==> src/rtl/decode_stage_q.sv <==
// Instruction decoder with an elastic queue of decoded control bundles.
// Resolves conditional jumps at acceptance and traps on undefined opcodes.
module decode_stage_q #(
    parameter int DATA_W        = 64,
    parameter int DEPTH         = 2,
    parameter int SIGNED_OFFSET = 0,
    parameter int COUNT_W       = 32
) (
    input  logic               clk,
    input  logic               rst,
    input  logic               in_valid,
    output logic               in_ready,
    input  logic [31:0]        ir,
    input  logic               zf,
    input  logic               cf,
    input  logic               flush,
    output logic               out_valid,
    input  logic               out_ready,
    output logic [1:0]         cu_op,
    output logic [7:0]         exit_code,
    output logic [23:0]        jmp_offset,
    output logic [2:0]         alu_op,
    output logic               alu_a_sel,
    output logic [3:0]         s_reg,
    output logic [3:0]         b_reg,
    output logic [3:0]         a_reg,
    output logic [DATA_W-1:0]  a_imm,
    output logic [1:0]         bus_op,
    output logic [1:0]         bus_size,
    output logic [3:0]         data_reg,
    output logic [3:0]         addr_reg,
    output logic [16:0]        addr_offset,
    output logic [1:0]         io_op,
    output logic [7:0]         char_imm,
    output logic [3:0]         char_reg,
    output logic               illegal,
    output logic [COUNT_W-1:0] instr_count
);

    localparam int PTR_W  = (DEPTH > 1) ? $clog2(DEPTH) : 1;
    localparam int FILL_W = $clog2(DEPTH + 1);

    localparam logic [1:0] CU_NOP  = 2'd0;
    localparam logic [1:0] CU_HALT = 2'd1;
    localparam logic [1:0] CU_JMP  = 2'd2;

    localparam logic [2:0] ALU_ADD = 3'd1;
    localparam logic [2:0] ALU_SUB = 3'd2;
    localparam logic [2:0] ALU_AND = 3'd3;
    localparam logic [2:0] ALU_OR  = 3'd4;
    localparam logic [2:0] ALU_SHL = 3'd5;
    localparam logic [2:0] ALU_SHR = 3'd6;

    localparam logic [1:0] BUS_FETCH = 2'd1;
    localparam logic [1:0] BUS_STORE = 2'd2;
    localparam logic [1:0] SZ_BYTE   = 2'd0;
    localparam logic [1:0] SZ_WORD   = 2'd1;
    localparam logic [1:0] SZ_QUAD   = 2'd3;

    localparam logic [1:0] IO_PUTC_REG = 2'd1;
    localparam logic [1:0] IO_PUTC_IMM = 2'd2;
    localparam logic [1:0] IO_GETC     = 2'd3;

    typedef enum logic [1:0] {
        ST_RUN    = 2'd0,
        ST_TRAP   = 2'd1,
        ST_HALTED = 2'd2
    } state_t;

    typedef struct packed {
        logic [1:0]        cu_op;
        logic [7:0]        exit_code;
        logic [23:0]       jmp_offset;
        logic [2:0]        alu_op;
        logic              alu_a_sel;
        logic [3:0]        s_reg;
        logic [3:0]        b_reg;
        logic [3:0]        a_reg;
        logic [DATA_W-1:0] a_imm;
        logic [1:0]        bus_op;
        logic [1:0]        bus_size;
        logic [3:0]        data_reg;
        logic [3:0]        addr_reg;
        logic [16:0]       addr_offset;
        logic [1:0]        io_op;
        logic [7:0]        char_imm;
        logic [3:0]        char_reg;
        logic              illegal;
    } entry_t;

    state_t             state_q, state_d;
    entry_t             mem_q [DEPTH];
    entry_t             mem_d [DEPTH];
    logic [PTR_W-1:0]   wr_q, wr_d;
    logic [PTR_W-1:0]   rd_q, rd_d;
    logic [FILL_W-1:0]  fill_q, fill_d;
    logic [COUNT_W-1:0] cnt_q, cnt_d;
    entry_t             last_q, last_d;

    entry_t     dec;
    entry_t     head;
    entry_t     shown;
    logic [7:0] op;
    logic       push;
    logic       pop;

    function automatic logic [PTR_W-1:0] next_ptr(input logic [PTR_W-1:0] p);
        if (p == PTR_W'(DEPTH - 1)) begin
            return '0;
        end
        return p + PTR_W'(1);
    endfunction

    assign in_ready  = (fill_q < FILL_W'(DEPTH)) && (state_q == ST_RUN);
    assign out_valid = (fill_q != '0);
    assign push      = in_valid && in_ready && !flush;
    assign pop       = out_valid && out_ready && !flush;

    // Decode the incoming word into a control bundle, flags resolved now.
    always_comb begin
        op              = ir[31:24];
        dec             = '0;
        dec.exit_code   = ir[23:16];
        dec.jmp_offset  = ir[23:0];
        dec.s_reg       = ir[23:20];
        dec.b_reg       = ir[19:16];
        dec.a_reg       = ir[15:12];
        dec.a_imm       = DATA_W'(ir[15:0]);
        dec.data_reg    = ir[23:20];
        dec.addr_reg    = ir[19:16];
        dec.addr_offset = (SIGNED_OFFSET != 0) ? {ir[15], ir[15:0]}
                                               : {1'b0, ir[15:0]};
        dec.char_imm    = ir[23:16];
        dec.char_reg    = ir[23:20];
        case (op)
            8'h00: dec.cu_op = CU_NOP;
            8'h01: dec.cu_op = CU_HALT;
            8'h02: dec.cu_op = !zf ? CU_JMP : CU_NOP;
            8'h03: dec.cu_op = zf ? CU_JMP : CU_NOP;
            8'h04: dec.cu_op = CU_JMP;
            8'h05: dec.cu_op = cf ? CU_JMP : CU_NOP;
            8'h06: dec.cu_op = !cf ? CU_JMP : CU_NOP;
            8'h10, 8'h19: begin
                dec.alu_op    = ALU_ADD;
                dec.alu_a_sel = 1'b1;
                dec.b_reg     = 4'd0;
                dec.a_reg     = 4'd0;
                dec.a_imm     = (op == 8'h19)
                              ? {{(DATA_W-20){ir[19]}}, ir[19:0]}
                              : DATA_W'(ir[19:0]);
            end
            8'h11: dec.alu_op = ALU_ADD;
            8'h13: dec.alu_op = ALU_SUB;
            8'h15: dec.alu_op = ALU_AND;
            8'h16: dec.alu_op = ALU_OR;
            8'h12: begin
                dec.alu_op    = ALU_ADD;
                dec.alu_a_sel = 1'b1;
            end
            8'h14: begin
                dec.alu_op    = ALU_SUB;
                dec.alu_a_sel = 1'b1;
            end
            8'h17, 8'h18: begin
                dec.alu_op    = (op == 8'h17) ? ALU_SHL : ALU_SHR;
                dec.alu_a_sel = 1'b1;
                dec.a_imm     = DATA_W'(ir[5:0]);
            end
            8'h20: begin
                dec.bus_op   = BUS_FETCH;
                dec.bus_size = SZ_BYTE;
            end
            8'h21: begin
                dec.bus_op   = BUS_FETCH;
                dec.bus_size = SZ_WORD;
            end
            8'h22: begin
                dec.bus_op   = BUS_FETCH;
                dec.bus_size = SZ_QUAD;
            end
            8'h28: begin
                dec.bus_op   = BUS_STORE;
                dec.bus_size = SZ_BYTE;
            end
            8'h2A: begin
                dec.bus_op   = BUS_STORE;
                dec.bus_size = SZ_QUAD;
            end
            8'h30: dec.io_op = IO_PUTC_REG;
            8'h31: dec.io_op = IO_PUTC_IMM;
            8'h32: dec.io_op = IO_GETC;
            default: dec.illegal = 1'b1;
        endcase
    end

    // Queue bookkeeping; flush wins over both push and pop.
    always_comb begin
        mem_d  = mem_q;
        wr_d   = wr_q;
        rd_d   = rd_q;
        fill_d = fill_q;
        if (flush) begin
            wr_d   = '0;
            rd_d   = '0;
            fill_d = '0;
        end else begin
            if (push) begin
                mem_d[wr_q] = dec;
                wr_d        = next_ptr(wr_q);
            end
            if (pop) begin
                rd_d = next_ptr(rd_q);
            end
            fill_d = fill_q + FILL_W'(push) - FILL_W'(pop);
        end
    end

    // Run/trap/halt control: a trap waits for flush, halt waits for reset.
    always_comb begin
        state_d = state_q;
        unique case (state_q)
            ST_RUN: begin
                if (push && dec.illegal) begin
                    state_d = ST_TRAP;
                end else if (push && (op == 8'h01)) begin
                    state_d = ST_HALTED;
                end
            end
            ST_TRAP: begin
                if (flush) begin
                    state_d = ST_RUN;
                end
            end
            ST_HALTED: state_d = ST_HALTED;
            default:   state_d = ST_RUN;
        endcase
    end

    // Retired count advances on every kept accept, wrapping naturally.
    always_comb begin
        cnt_d = cnt_q + COUNT_W'(push);
    end

    // Present the head; with an empty queue hold fields and squash ops.
    always_comb begin
        head   = out_valid ? mem_q[rd_q] : last_q;
        last_d = head;
        shown  = head;
        if (!out_valid) begin
            shown.cu_op   = CU_NOP;
            shown.alu_op  = 3'd0;
            shown.bus_op  = 2'd0;
            shown.io_op   = 2'd0;
            shown.illegal = 1'b0;
        end
    end

    // Control state register with synchronous reset.
    always_ff @(posedge clk) begin
        if (rst) begin
            state_q <= ST_RUN;
            wr_q    <= '0;
            rd_q    <= '0;
            fill_q  <= '0;
            cnt_q   <= '0;
            last_q  <= '0;
        end else begin
            state_q <= state_d;
            wr_q    <= wr_d;
            rd_q    <= rd_d;
            fill_q  <= fill_d;
            cnt_q   <= cnt_d;
            last_q  <= last_d;
        end
    end

    // Entry storage needs no reset; validity lives in fill_q.
    always_ff @(posedge clk) begin
        mem_q <= mem_d;
    end

    assign cu_op       = shown.cu_op;
    assign exit_code   = shown.exit_code;
    assign jmp_offset  = shown.jmp_offset;
    assign alu_op      = shown.alu_op;
    assign alu_a_sel   = shown.alu_a_sel;
    assign s_reg       = shown.s_reg;
    assign b_reg       = shown.b_reg;
    assign a_reg       = shown.a_reg;
    assign a_imm       = shown.a_imm;
    assign bus_op      = shown.bus_op;
    assign bus_size    = shown.bus_size;
    assign data_reg    = shown.data_reg;
    assign addr_reg    = shown.addr_reg;
    assign addr_offset = shown.addr_offset;
    assign io_op       = shown.io_op;
    assign char_imm    = shown.char_imm;
    assign char_reg    = shown.char_reg;
    assign illegal     = shown.illegal;
    assign instr_count = cnt_q;

endmodule

==> config.mk <==
export PLATFORM = sky130hd
export DESIGN_NAME = decode_stage_q
export DESIGN_NICKNAME = d
export VERILOG_FILES = /design/src/rtl/decode_stage_q.sv
export SDC_FILE = /design/constraint.sdc
export NUM_CORES = 1
export LEC_CHECK = 0
export CELL_PAD_IN_SITES_DETAIL_PLACEMENT = 0
export CELL_PAD_IN_SITES_GLOBAL_PLACEMENT = 2
export CORE_UTILIZATION = 34
export CTS_CLUSTER_DIAMETER = 40
export DETAILED_ROUTE_END_ITERATION = 8
export GPL_ROUTABILITY_DRIVEN = 1
export PLACE_DENSITY_LB_ADDON = 0.12
export REMOVE_ABC_BUFFERS = 1
export SLEW_MARGIN = 10
export SYNTH_ARGS = -nofsm -noshare
export SYNTH_HDL_FRONTEND = slang
export SYNTH_SLANG_ARGS = --single-unit
==> constraint.sdc <==
create_clock -name clk -period 6.2 [get_ports clk]
set_clock_uncertainty 0.15 [all_clocks]
set_input_delay 1.55 -clock clk [delete_from_list [all_inputs] [get_ports clk]]
set_output_delay 1.55 -clock clk [all_outputs]
set_load 0.03 [all_outputs]
==> impl_metrics.ini, run 1 <==
[yosys]
syn_inst = 1197
synth_compound_area_share_pct = 9.97
ys.flop_type = dfxtp_1
synth-xor-area-share_pct = 1.28
synthMuxAreaShare_pct = 4.32
ys_types = 51
synth_top_family_by_area = simple AND/OR/NAND/NOR gates
seq_area_frac_synth_pct = 56.5
ys_seq_elements = 306
yosys_warnings = 0
synthArstFlopShare_pct = 0
synth_edf_count = 120
synthSimpleGateAreaFrac_pct = 16.6
syn-mean-instance-area_um2 = 10.8
synthAdderAreaFrac_pct = 0.386
syn-cell-area_um2 = 13000

[clocking]
clock_path_buffers = 3
ctsHtreeMaxLevel = 2
clkTransAtPathRegs_ps = 60
tritoncts = built
clock_sink_count = 306
cts_resized = 0
insertion_delay_ps = 560
cts_hold_buffers = 0
cts_root_buf = clkbuf_16
post_cts_buffers = 0
numCtsBuffers = 51

[hold_path]
hold_end = state_q[1]
hold_path.class = flop to flop
hold_depth = 1
hp-start = state_q[0]

[timing]
layout_min_cycle_time_ps = 4890
rsz0062_at_grt = no
timing.hold.ws_ps = 326
maxSlewHeadroom_pct = 24.9
hold_viol = 0
setup_tns_ps = 0
tightest_slew_ps = 1130
maxSlewViolCount = 0
max_freq_mhz = 205
finalSetupViolations = 0
finalCritPeriodShare_pct = 78.8

[global_route]
antenna_found_initial = 1
grt_pass1_vias = 8184
grt_pass1_wl_um = 45400
grt_max_degree = 139
grt_overflow_total = 0
track_usage_pct = 14.9

[job]
cap_viol_max_count = 0

[routing]
drt_iter0_markers = 290
wl_per_cell_um = 16.0
first_pass_iters = 4
postRouteAntennaNets = 0
drc = 0
wl_um = 29200
route.vias.total = 8291
drt-vias-per-instance = 4.54

[floorplan]
die_h_um = 197
rows = 71
dieArea_um2 = 39000
design.core.area_um2 = 37600
num_io_pins = 231
start_util_pct = 34.5
die_x_um = 197

[power_and_ir_drop]
comb_power_share_pct = 10.2
power_mw = 5.39
internal_power_mw = 4.09
vdd_ir_drop_max_mv = 0.176
seqPwrFrac_pct = 40.3
power_density_nw_per_um2 = 331
clockPowerShare_pct = 49.5
sw_frac_of_total_pct = 24.1
p_leak_nw = 6.12
switching_power_mw = 1.30

[worst_setup_path]
worstPathRequired_ps = 4500
arrival_ps = 3190
r2r_slack_ps = 3240
r2r_end = instr_count[26]
crit_path_start_kind = flop
worstSetupPathType = flop to output pin
reg2regPathDepth = 8
rr_startpoint = fill_q[1]
crit_fanout = 138
crit_path_end_kind = output pin

[layout]
fin_util_pct = 43.4
final_nets = 1317
final_common_cell = clkdlybuf4s50_1
final_cell_mix = 229 x clkdlybuf4s50_1, 185 x dfxtp_1, 151 x nor2b_1, 120 x edfxtp_1, 72 x nor2_1
drive_above_1_share_pct = 7.91
area_growth_pct = 25.5

[place]
io_buffers = 230
dp_hpwl_um = 17500
gp_congestion = 0.707

[run_status]
status = complete, no violations
-- state kept, by name, summed over array words and instances (netlist names) --
name,cells
fill_q,2
instr_count,32
last_q,148
mem_q,120
rd_q,1
state_q,2
wr_q,1
-- kinds of logic (layout without fill, tap and decap cells) --
family	count (synthesis)	after routing
simple gates	395	395
mux	56	56
buf+inv	227	345
flops	306	306
xor+xnor	19	19
other cells	0	1
fa+ha+maj	4	4
compound gates	190	190
-- metal layers --
layer / up-vias / track usage (%) / part of all wire [%]
li1: 4155 / - / -
met1: 3933 / 19.4 / 47
met2: 164 / 23.5 / 46
met3: 39 / 4.66 / 5.5
met4: 0 / 4.68 / 1.8
met5: - / 0 / 0
-- cell usage after synthesis (all sizes together), types with 3 or more instances --
master  instances  share of area (%)
dfxtp         186                 29
buf           165                9.2
nor2b         151                7.3
edfxtp        120                 28
nor2           75                2.2
a21o           69                4.0
nand2          59                1.7
mux2i          56                4.3
clkbuf         49                1.4
o21a           39                2.3
o21ai          32                1.2
nor3           30                1.2
a21oi          24               0.93
or4            18                1.1
nand3          14               0.58
inv            13               0.38
o31ai          12               0.69
and2           11               0.53
xnor2          10               0.67
nand4           9               0.60
xor2            9               0.61
nor4            7               0.34
a211oi          6               0.35
or3             6               0.29
ha              4               0.39
and4            3               0.21
nand2b          3               0.14
-- how the worst max path moves through the flow --
stage                       to      start  cells past startpoint
2_1_floorplan        a_imm[20]  fill_q[1]                      3
3_3_place_gp   instr_count[26]      flush                      8
3_5_place_dp   instr_count[20]      flush                      8
4_1_cts              a_imm[38]  fill_q[1]                      5
5_1_grt            addr_reg[0]       rd_q                      5
6_report             a_imm[38]  fill_q[1]                      5
-- through the flow --
step	area, um^2	std cells	worst slack (ps)
after CTS	16300	1826	1200
after global routing	16300	1826	1070
after floorplan	11600	983	-2640
final	16300	1827	1310
after detailed placement	14600	1732	1690
after global placement	14600	1732	1760
-- layout make-up --
cell class | instances | area (um^2)
well taps | 511 | 639
multi-input cells | 664 | 4250
inverters | 13 | 48.8
flip-flops and latches | 306 | 7330
clock buffers | 68 | 1400
clock inverters | 26 | 241
fillers | 3657 | 21300
diodes | 1 | 2.50
repair buffers | 238 | 2380
-- worst max-delay path, cell delays in order (launching register included) --
cell and delay [ps]:
dfxtp_1 420, nor2_4 60, buf_12 210, nor2_4 930
a21o_1 170, clkdlybuf4s50_1 720
-- power by group through the flow --
stage	Sequential, mW	Clock (mW)	Combinational [mW]
after floorplan	2.21	0	0.307
after global placement	2.21	0	0.557
after detailed placement	2.21	0	0.556
after CTS	2.17	2.76	0.559
after global routing	2.18	2.85	0.590
final	2.17	2.67	0.548
(Power assumes the default switching activity.)
==> inputs of run 2 (changes only) <==
Settings changed: CORE_UTILIZATION 34 to 31.
Clock period 6.2 ns to 4.4 ns, I/O delays scaled along.
==> run 2 against run 1 <==
Die area increased by 9.6%. Total power is 59% higher. Final cell count up 3.0%. Via count increased by 2.7%. The run now ends with design-rule violations left. Critical endpoint is now exit_code[4]. Highest routed layer unchanged. Sequential share of layout area is 1.9 points lower. Critical path type unchanged. Register-to-register slack got worse by 1800 ps. Setup slack worse by 1000 ps. Routed wire length is 5.7% higher. Combinational power rose by 45%. Critical path depth unchanged. Largest power group unchanged.
==> impl_metrics.ini, run 2 (synthesized netlist as in run 1, its figures left out) <==
[run_status]
status = complete, but fails checks
violations = design-rule violations

[layout]
largest_reg_flops = 148
area_growth_pct = 31.0
drive_above_1_share_pct = 10.6
final_nets = 1341
largest-register = last_q
n_fill_cell = 3997
final_cell_mix = 227 x clkdlybuf4s50_1, 185 x dfxtp_1, 151 x nor2b_1, 120 x edfxtp_1, 72 x nor2_1
final_common_cell = clkdlybuf4s50_1
final_area_um2 = 17000
fin_util_pct = 41.5

[worst_setup_path]
worstPathRequired_ps = 3150
crit_path_end_kind = output pin
crit_path_start_kind = flop
crit_fanout = 33
worstSetupPathType = flop to output pin
arrival_ps = 2860

[clocking]
cts_root_buf = clkbuf_16
ctsHtreeMaxLevel = 2
clock_path_buffers = 3
clock_sink_count = 306
cts_hold_buffers = 0
insertion_delay_ps = 590
numCtsBuffers = 59
post_cts_buffers = 0
clkTransAtPathRegs_ps = 50
tritoncts = built

[global_route]
antenna_found_initial = 1
grt_pass1_wl_um = 47200
track_usage_pct = 14.3
grt_pass1_vias = 8426
grt_max_degree = 79
grt_overflow_total = 0

[floorplan]
rows = 74
start_util_pct = 31.6
num_io_pins = 231
die_h_um = 207
die_x_um = 207
design.core.area_um2 = 41000
dieArea_um2 = 42700

[power_and_ir_drop]
power_density_nw_per_um2 = 504
p_leak_nw = 6.43
vdd_ir_drop_max_mv = 0.280
power_mw = 8.57

[job]
cap_viol_max_count = 0

[hold_path]
hold_path.class = flop to flop

[place]
post_dp_cell_area_um2 = 14900
io_buffers = 230
dp_hpwl_um = 19700
gp_congestion = 0.726

[routing]
wl_um = 30800
first_pass_iters = 6
drc = 22
wl_per_cell_um = 16.4
drt_iter0_markers = 335
route.vias.total = 8516
drt-vias-per-instance = 4.52
postRouteAntennaNets = 0

[timing]
finalSetupViolations = 0
maxSlewViolCount = 0
max_freq_mhz = 243
timing.hold.ws_ps = 338
hold_viol = 0
setup_tns_ps = 0
maxSlewHeadroom_pct = 53.3
layout_min_cycle_time_ps = 4110
rsz0062_at_grt = no
tightest_slew_ps = 700
finalCritPeriodShare_pct = 93.4
run 2: cell count changes in the layout (fill, tap and decap cells not counted), moves of 7 or more:
cell	change
clkbuf_16	+9
buf_4	+11
buf_12	+7
bufinv_16	+8
run 2: worst paths after layout:
| kind | depth (start not counted) | to | slack (ps) | start |
|---|---|---|---|---|
| worst min-delay path | 2 | instr_count[31] | 340 | instr_count[31] |
| worst max register to register | 8 | instr_count[20] | 1460 | fill_q[1] |
| worst max-delay path | 5 | exit_code[4] | 290 | rd_q |
| worst min register to register | 2 | instr_count[31] | 340 | instr_count[31] |
run 2: per-layer routing:
| metal | global-route usage [%] | up-vias | share of wire (%) |
|---|---|---|---|
| li1 | - | 4211 | - |
| met1 | 17.9 | 4065 | 44 |
| met2 | 23.3 | 183 | 48 |
| met3 | 3.66 | 57 | 5.5 |
| met4 | 6.25 | 0 | 2.7 |
| met5 | 0 | - | 0 |
run 2: stage by stage:
step,std cells,setup slack (ps)
2_1_floorplan,983,-3990
3_3_place_gp,1769,462
3_5_place_dp,1769,413
5_1_grt,1881,108
6_report,1882,292
4_1_cts,1881,62.1
run 2: timing repair:
| item | in CTS | in global routing |
|---|---|---|
| hold endpoints to repair | 0 | 0 |
| endpoints found under the setup margin | 3 | 6 |
| gates resized for setup | 1 | 2 |
run 2: final cells by class:
cell class / instances / area [um^2] / share of cell area, %
Sequential cell: 306 / 7330 / 43.1
Multi-Input combinational cell: 664 / 4270 / 25.1
Timing Repair Buffer: 254 / 2580 / 15.2
Clock buffer: 75 / 1610 / 9.45
Tap cell: 532 / 666 / 3.91
Clock inverter: 37 / 498 / 2.93
Inverter: 13 / 48.8 / 0.287
Antenna cell: 1 / 2.50 / 0.0147
run 2: critical path: stages (launching register included):
cell,delay [ps]
dfxtp_4,570
buf_12,320
mux2i_1,110
nor2_1,380
a21o_1,150
clkdlybuf4s50_1,710
run 2: where the power goes:
part           switching, mW  leakage [nW]  internal (mW)
Clock                   1.50          1.00           3.21
Combinational          0.467          2.84          0.328
Sequential            0.0227          2.59           3.04
